File: config.mk
export PLATFORM = sky130hd
export DESIGN_NAME = re_ram_arbiter
export DESIGN_NICKNAME = d
export VERILOG_FILES = /design/src/rtl/re_ram_ctrl_pkg.sv /design/src/rtl/rr_arbiter2.sv /design/src/rtl/re_ram_arbiter.sv
export SDC_FILE = /design/constraint.sdc
export NUM_CORES = 1
export LEC_CHECK = 0
export CAP_MARGIN = 10
export CORE_MARGIN = 2
export CORE_UTILIZATION = 29
export CTS_BUF_LIST = sky130_fd_sc_hd__clkbuf_4
export CTS_CLUSTER_SIZE = 40
export DETAILED_ROUTE_END_ITERATION = 8
export PLACE_DENSITY = 0.59
export SYNTH_ARGS = -nofsm -noshare
export SYNTH_HDL_FRONTEND = slang
export SYNTH_SLANG_ARGS = --single-unit
File: constraint.sdc
create_clock -name clk -period 2.55 [get_ports clk]
set_input_delay 0.51 -clock clk [delete_from_list [all_inputs] [get_ports clk]]
set_output_delay 0.51 -clock clk [all_outputs]
set_load 0.02 [all_outputs]
File: src/rtl/re_ram_ctrl_pkg.sv
// Shared types and constants for the ReRAM NVM port arbiter and access sequencer.
package re_ram_ctrl_pkg;

  typedef enum logic [1:0] {
    IDLE  = 2'd0,
    ISSUE = 2'd1,
    WAIT  = 2'd2,
    DONE  = 2'd3
  } state_t;

  localparam logic PORT_HOST = 1'b0;
  localparam logic PORT_CORE = 1'b1;

endpackage

File: src/rtl/rr_arbiter2.sv
// Two-requester round-robin grant; last_grant only moves when an access completes.
module rr_arbiter2
  import re_ram_ctrl_pkg::*;
(
  input  logic clk,
  input  logic rst,
  input  logic valid0,
  input  logic valid1,
  input  logic done,
  input  logic served,
  output logic gnt_valid,
  output logic gnt_port
);

  logic last_grant;

  always_comb begin
    gnt_valid = valid0 | valid1;
    if (valid0 && valid1)
      gnt_port = ~last_grant;
    else if (valid1)
      gnt_port = PORT_CORE;
    else
      gnt_port = PORT_HOST;
  end

  // Reset to the core port so the host wins the first contention.
  always_ff @(posedge clk or posedge rst) begin
    if (rst)
      last_grant <= PORT_CORE;
    else if (done)
      last_grant <= served;
  end

endmodule

File: src/rtl/re_ram_arbiter.sv
// Shares the single ReRAM NVM port between host bridge (port 0) and core weight fetch (port 1),
// sequencing each access through ISSUE/WAIT/DONE with a timeout against a silent NVM.
module re_ram_arbiter
  import re_ram_ctrl_pkg::*;
#(
  parameter int DATA_WIDTH     = 8,
  parameter int ADDR_WIDTH     = 8,
  parameter int TIMEOUT_CYCLES = 15
) (
  input  logic                  clk,
  input  logic                  rst,
  input  logic                  req0_valid,
  input  logic                  req0_we,
  input  logic [ADDR_WIDTH-1:0] req0_addr,
  input  logic [DATA_WIDTH-1:0] req0_wdata,
  output logic                  req0_ready,
  output logic                  resp0_valid,
  output logic [DATA_WIDTH-1:0] resp0_rdata,
  output logic                  resp0_err,
  input  logic                  req1_valid,
  input  logic                  req1_we,
  input  logic [ADDR_WIDTH-1:0] req1_addr,
  input  logic [DATA_WIDTH-1:0] req1_wdata,
  output logic                  req1_ready,
  output logic                  resp1_valid,
  output logic [DATA_WIDTH-1:0] resp1_rdata,
  output logic                  resp1_err,
  output logic                  nvm_we,
  output logic [ADDR_WIDTH-1:0] nvm_addr,
  output logic [DATA_WIDTH-1:0] nvm_data_in,
  input  logic [DATA_WIDTH-1:0] nvm_data_out,
  input  logic                  nvm_ack
);

  localparam int CW = $clog2(TIMEOUT_CYCLES + 1);

  state_t                state;
  logic                  port_q;
  logic                  we_q;
  logic [CW-1:0]         tcnt;
  logic [DATA_WIDTH-1:0] rdata_q;
  logic                  err_q;
  logic                  gnt_valid;
  logic                  gnt_port;
  logic                  idle;

  rr_arbiter2 u_arb (
    .clk       (clk),
    .rst       (rst),
    .valid0    (req0_valid),
    .valid1    (req1_valid),
    .done      (state == DONE),
    .served    (port_q),
    .gnt_valid (gnt_valid),
    .gnt_port  (gnt_port)
  );

  assign idle        = (state == IDLE);
  assign req0_ready  = idle && gnt_valid && (gnt_port == PORT_HOST);
  assign req1_ready  = idle && gnt_valid && (gnt_port == PORT_CORE);
  assign resp0_rdata = rdata_q;
  assign resp1_rdata = rdata_q;
  assign resp0_err   = err_q;
  assign resp1_err   = err_q;

  // Response data/error are captured on entry to DONE and held until the next completion.
  always_ff @(posedge clk or posedge rst) begin
    if (rst) begin
      state       <= IDLE;
      port_q      <= PORT_HOST;
      we_q        <= 1'b0;
      tcnt        <= '0;
      rdata_q     <= '0;
      err_q       <= 1'b0;
      resp0_valid <= 1'b0;
      resp1_valid <= 1'b0;
      nvm_we      <= 1'b0;
      nvm_addr    <= '0;
      nvm_data_in <= '0;
    end else begin
      nvm_we      <= 1'b0;
      resp0_valid <= 1'b0;
      resp1_valid <= 1'b0;
      case (state)
        IDLE: begin
          if (gnt_valid) begin
            port_q      <= gnt_port;
            we_q        <= gnt_port ? req1_we : req0_we;
            nvm_we      <= gnt_port ? req1_we : req0_we;
            nvm_addr    <= gnt_port ? req1_addr : req0_addr;
            nvm_data_in <= gnt_port ? req1_wdata : req0_wdata;
            tcnt        <= '0;
            state       <= ISSUE;
          end
        end
        ISSUE: state <= WAIT;
        WAIT: begin
          if (nvm_ack || tcnt == CW'(TIMEOUT_CYCLES)) begin
            rdata_q     <= (nvm_ack && !we_q) ? nvm_data_out : '0;
            err_q       <= ~nvm_ack;
            resp0_valid <= (port_q == PORT_HOST);
            resp1_valid <= (port_q == PORT_CORE);
            state       <= DONE;
          end else begin
            tcnt <= tcnt + CW'(1);
          end
        end
        DONE:    state <= IDLE;
        default: state <= IDLE;
      endcase
    end
  end

endmodule

==> After elaboration in Yosys (flattened, before gate mapping) <==
Index checks and enable logic that the tools add are counted.
{ "op_classes": {"n_reduce_logical": 13, "bitwise_logic": 5, "addsub": 1, "mux": 18, "n_eq_ne": 7} }
{ "ops": {"columns": ["cell", "n"], "rows": [
  ["$mux 8", 3],
  ["$mux 1", 9],
  ["$mux 4", 2],
  ["$pmux 2 s4", 1],
  ["$pmux 4 s2", 1],
  ["$ne 2x2->1 const B", 3],
  ["$reduce_and 2->1", 3],
  ["$logic_and 1x1->1", 5],
  ["$add 4x1->4 const B", 1],
  ["$eq 2x2->1 const B", 2],
  ["$eq 4x4->1 const B", 1],
  ["$mux 2", 2],
  ["$not 1->1", 4],
  ["$reduce_and 3->1", 1],
  ["$eq 2x1->1 const B", 1],
  ["$logic_not 2->1", 1],
  ["$reduce_bool 2->1", 1],
  ["$logic_not 1->1", 1],
  ["$logic_or 1x1->1", 1],
  ["$or 1x1->1", 1]
]} }
{ "totals": {"elab_cells": 56, "register_bits": 37, "out_inout_bits": 39, "inputBits": 47} }

==> Longest topological paths before layout <==
{ "logic_depth": {"word_depth": 5, "depth_mapped": 6, "depth_no_buf": 5} }

==> By module <==
From an unflattened synthesis, not the netlist that was laid out.
{ "hier_totals": {"cells_unflattened": 173, "area_unflattened_um2": 1900.6} }
{ "by_module_without_submodules": {"columns": ["module", "cells_per_inst", "seq_area_each_um2", "area_per_inst_um2", "instances"], "rows": [
  ["re_ram_arbiter", 168, 900.9, 1841.8, 1],
  ["rr_arbiter2", 5, 26.3, 58.8, 1]
]} }

==> Worst setup path after synthesis <==
Ideal clock, no wire load.
{ "synth_timing": {"kind": "reg2out", "startpoint": "reg state[0]", "endpoint": "out req0_ready", "path_buffers": 1, "required_time_ps": 2040, "stages_incl_launch_ff": 6, "t_arrival_ps": 1233, "path_slack_ps": 807, "cell_sequence": "dfrtp_1 > inv_1 > ha_1 > nand2_1 > a21oi_2 > buf_2"} }
{ "synth_via": {"elab_chain_len": 3} }
{ "synth_rtl": {"columns": ["item", "line", "source"], "rows": [
  ["start, declared", "re_ram_arbiter.sv:37", "state_t state;"],
  ["start signal, assigned", "re_ram_arbiter.sv:69", "state <= IDLE;"],
  ["start signal, assigned", "re_ram_arbiter.sv:93", "state <= ISSUE;"],
  ["start signal, assigned", "re_ram_arbiter.sv:96", "ISSUE: state <= WAIT;"],
  ["$logic_not 2->1", "re_ram_arbiter.sv:58", "assign idle = (state == IDLE);"],
  ["$logic_and 1x1->1 (2 in a row)", "re_ram_arbiter.sv:59", "assign req0_ready = idle && gnt_valid && (gnt_port == PORT_HOST);"],
  ["end, declared", "re_ram_arbiter.sv:16", "output logic req0_ready,"]
]} }
Every way passes these cells.

==> Worst setup path after layout <==
Ends and elaborated chain as after synthesis.

==> flow_summary.ini <==
[run_status]
status = finished, final reports clean

[timing]
tns_ns = 0
rsz0062_at_grt = no
fmax_ghz = 0.4483
fin_crit_sh_pct = 87.48
setup_viol = 0
setup_slack_ns = 0.3192
report.final.hold_viol_count = 0
final_max_slew_viol_count = 0
fin_skew_ns = 0.01450
min_period_ns = 2.231
slew_headroom_pct = 69.11
tightestPinTransition_ns = 0.4633

[critical_path]
cpMaxStageDelayCell = dfrtp_1
cp.required_ns = 2.04
end_kind = primary output
critPathKind = flop to primary output
crit_arrival_ns = 1.72
slowest_delay_ns = 0.42
ff2ff_path_depth = 5
worst-path-max-fanout = 6
startpoint_type = flop
path_cells = inv_1 > ha_1 > nand2_1 > a21oi_2 > dlygate4sd2_1
worst-path-stages = 5
cp_top_family = buffers and inverters
crit_buf_inv = 2

[die]
fp.dieH_um = 82.19
core_area_um2 = 5921
die-area_um2 = 6755
io_pins = 86
fp.dieW_um = 82.19
start_util_pct = 29.95
core.rowCount = 28

[power_and_ir_drop]
total_power_w = 0.002960
peakVddDrop_uv = 473.5
p_leak_nw = 1.257
p_per_area_nw_per_um2 = 1084

[yosys]
syn_inst = 152
yosysWarnings = 0
synth_edf_count = 0
synth.area.top_cells = dfrtp_1, a221o_1, and2_1, and4b_1, a21o_1
synth_common_cells = dfrtp_1, and2_1, a221o_1
netlist_area_um2 = 1773
synthArstFlopShare_pct = 100.0
yosysMostFrequentCell = dfrtp_1
seq_area_frac_synth_pct = 52.29
ys.flop_type = dfrtp_1
ys_types = 35
synth_seq_cells = 37
synth_top_area_share_pct = 50.81
avgSynthCellArea_um2 = 11.66
synth_area_leader_cell = dfrtp_1
synth_nets = 203

[clock_tree]
clk_pin_slew_ns = 0.12
htreeDepth = 2
cts_tree = yes
cts-root-buf = clkbuf_4
numCtsBuffers = 5
clock_latency_ns = 0.35
cts_sinks = 37
clockBufferDepth = 2
post_cts_buffers = 0

[finish]
antenna_cells = 0
fin_nets = 288
utilization_pct = 46.11
drive_gt1_share_pct = 9.244
final-seq-area_um2 = 927.1
syn_to_final_growth_pct = 53.99
n_fill_cell = 580
multi_input_area_um2 = 713.2

[flow_run]
maxCapViolCount = 0

[route]
vias = 1471
drtIter0Drc = 45
wl_per_cell_um = 13.73
wl_mm = 4.296
dr.pass1.iters = 3
drc = 0
ant_nets = 0
vias_per_cell = 4.700

[global_route]
grt_pass1_wl_mm = 6.989
grt_pass1_vias = 1475
overflow = 0
track_usage_pct = 13.82
grt-busiest-layer = met2
use_met3_pct = 5.652
antenna_found_initial = 0
met1_usage_pct = 16.81
grt_max_degree = 38
grt.met2_usage_pct = 22.42

[placed_design]
dp_slack_ns = 0.03543
port-buffer-count = 85
dp.final_hpwl_mm = 3.160
place_congestion = 0.7425

[hold_path]
hold_path_class = flop to flop
hold_depth = 1
-- registers in the layout (all words and copies together) (netlist names) --
register / flops
nvm_addr: 8
resp0_valid: 1
resp0_rdata: 8
port_q: 1
state: 2
nvm_we: 1
nvm_data_in: 8
u_arb.last_grant: 1
tcnt: 4
we_q: 1
resp1_valid: 1
resp0_err: 1
-- routing by layer --
| layer | wire length, um | part of all wire [%] | up-vias |
|---|---|---|---|
| met1 | 1913 | 45 | 686 |
| met5 | 0 | 0 | - |
| li1 | - | - | 723 |
| met3 | 350 | 8.1 | 5 |
| met2 | 1977 | 46 | 57 |
| met4 | 55 | 1.3 | 0 |
-- where the power goes --
part           internal (W)  total [W]  leakage, nW  switching [W]
combinational      0.000876    0.00165        0.759       0.000777
clock             0.0000998   0.000295       0.0300       0.000195
sequential         0.000843    0.00101        0.467       0.000169
-- cells by family after synthesis --
kind of cell	count (synthesis)	synth area share, %
flops	37	52.29
compound gates	43	19.76
simple gates	43	15.81
buf+inv	22	7.480
fa+ha+maj	4	2.823
mux	3	1.835
-- worst paths after layout --
path / start / end / slack [ns]
worst min-delay path: port_q / resp0_valid / 0.50
worst min register to register: port_q / resp0_valid / 0.50
min in group asynchronous: rst / state[0] / 0.56
max in group asynchronous: rst / u_arb.last_grant / 1.63
worst max register to register: state[0] / tcnt[0] / 0.73
worst max-delay path: state[0] / req0_ready / 0.32
-- timing repair --
action / 4_1_cts / 5_1_grt
pin swaps: 0 / 0
hold buffers: 0 / 0
endpoints found under the setup margin: 1 / 1
endpoints found under the hold margin: 0 / 0
gates resized for setup: 1 / 1
-- per-stage QoR --
step                      hold WS (ns)  area, um2  instances
after detailed placement        0.4927       2679        305
after global routing            0.5267       2730        313
after floorplan                 0.4402       1773        152
after global placement          0.4836       2679        305
after CTS                       0.5140       2728        313
final                           0.5008       2730        313
-- cell type report --
cell class,count,area share [%]
Timing Repair Buffer,95,33.96
Clock buffer,5,1.375
Clock inverter,3,0.4583
Inverter,5,0.6874
Tap cell,75,3.437
Multi-Input combinational cell,93,26.12
Sequential cell,37,33.96
-- cell usage in the layout, fill, tap and decap left out, drive strengths merged, types with 5 or more instances in the layout --
cell	count
clkdlybuf4s50	83
dfrtp	36
and2	17
a221o	16
buf	10
a21o	9
and4b	8
nand2	7
inv	5
clkbuf	5
a21oi	5
No activity file was read; power rests on OpenSTA's default activity.
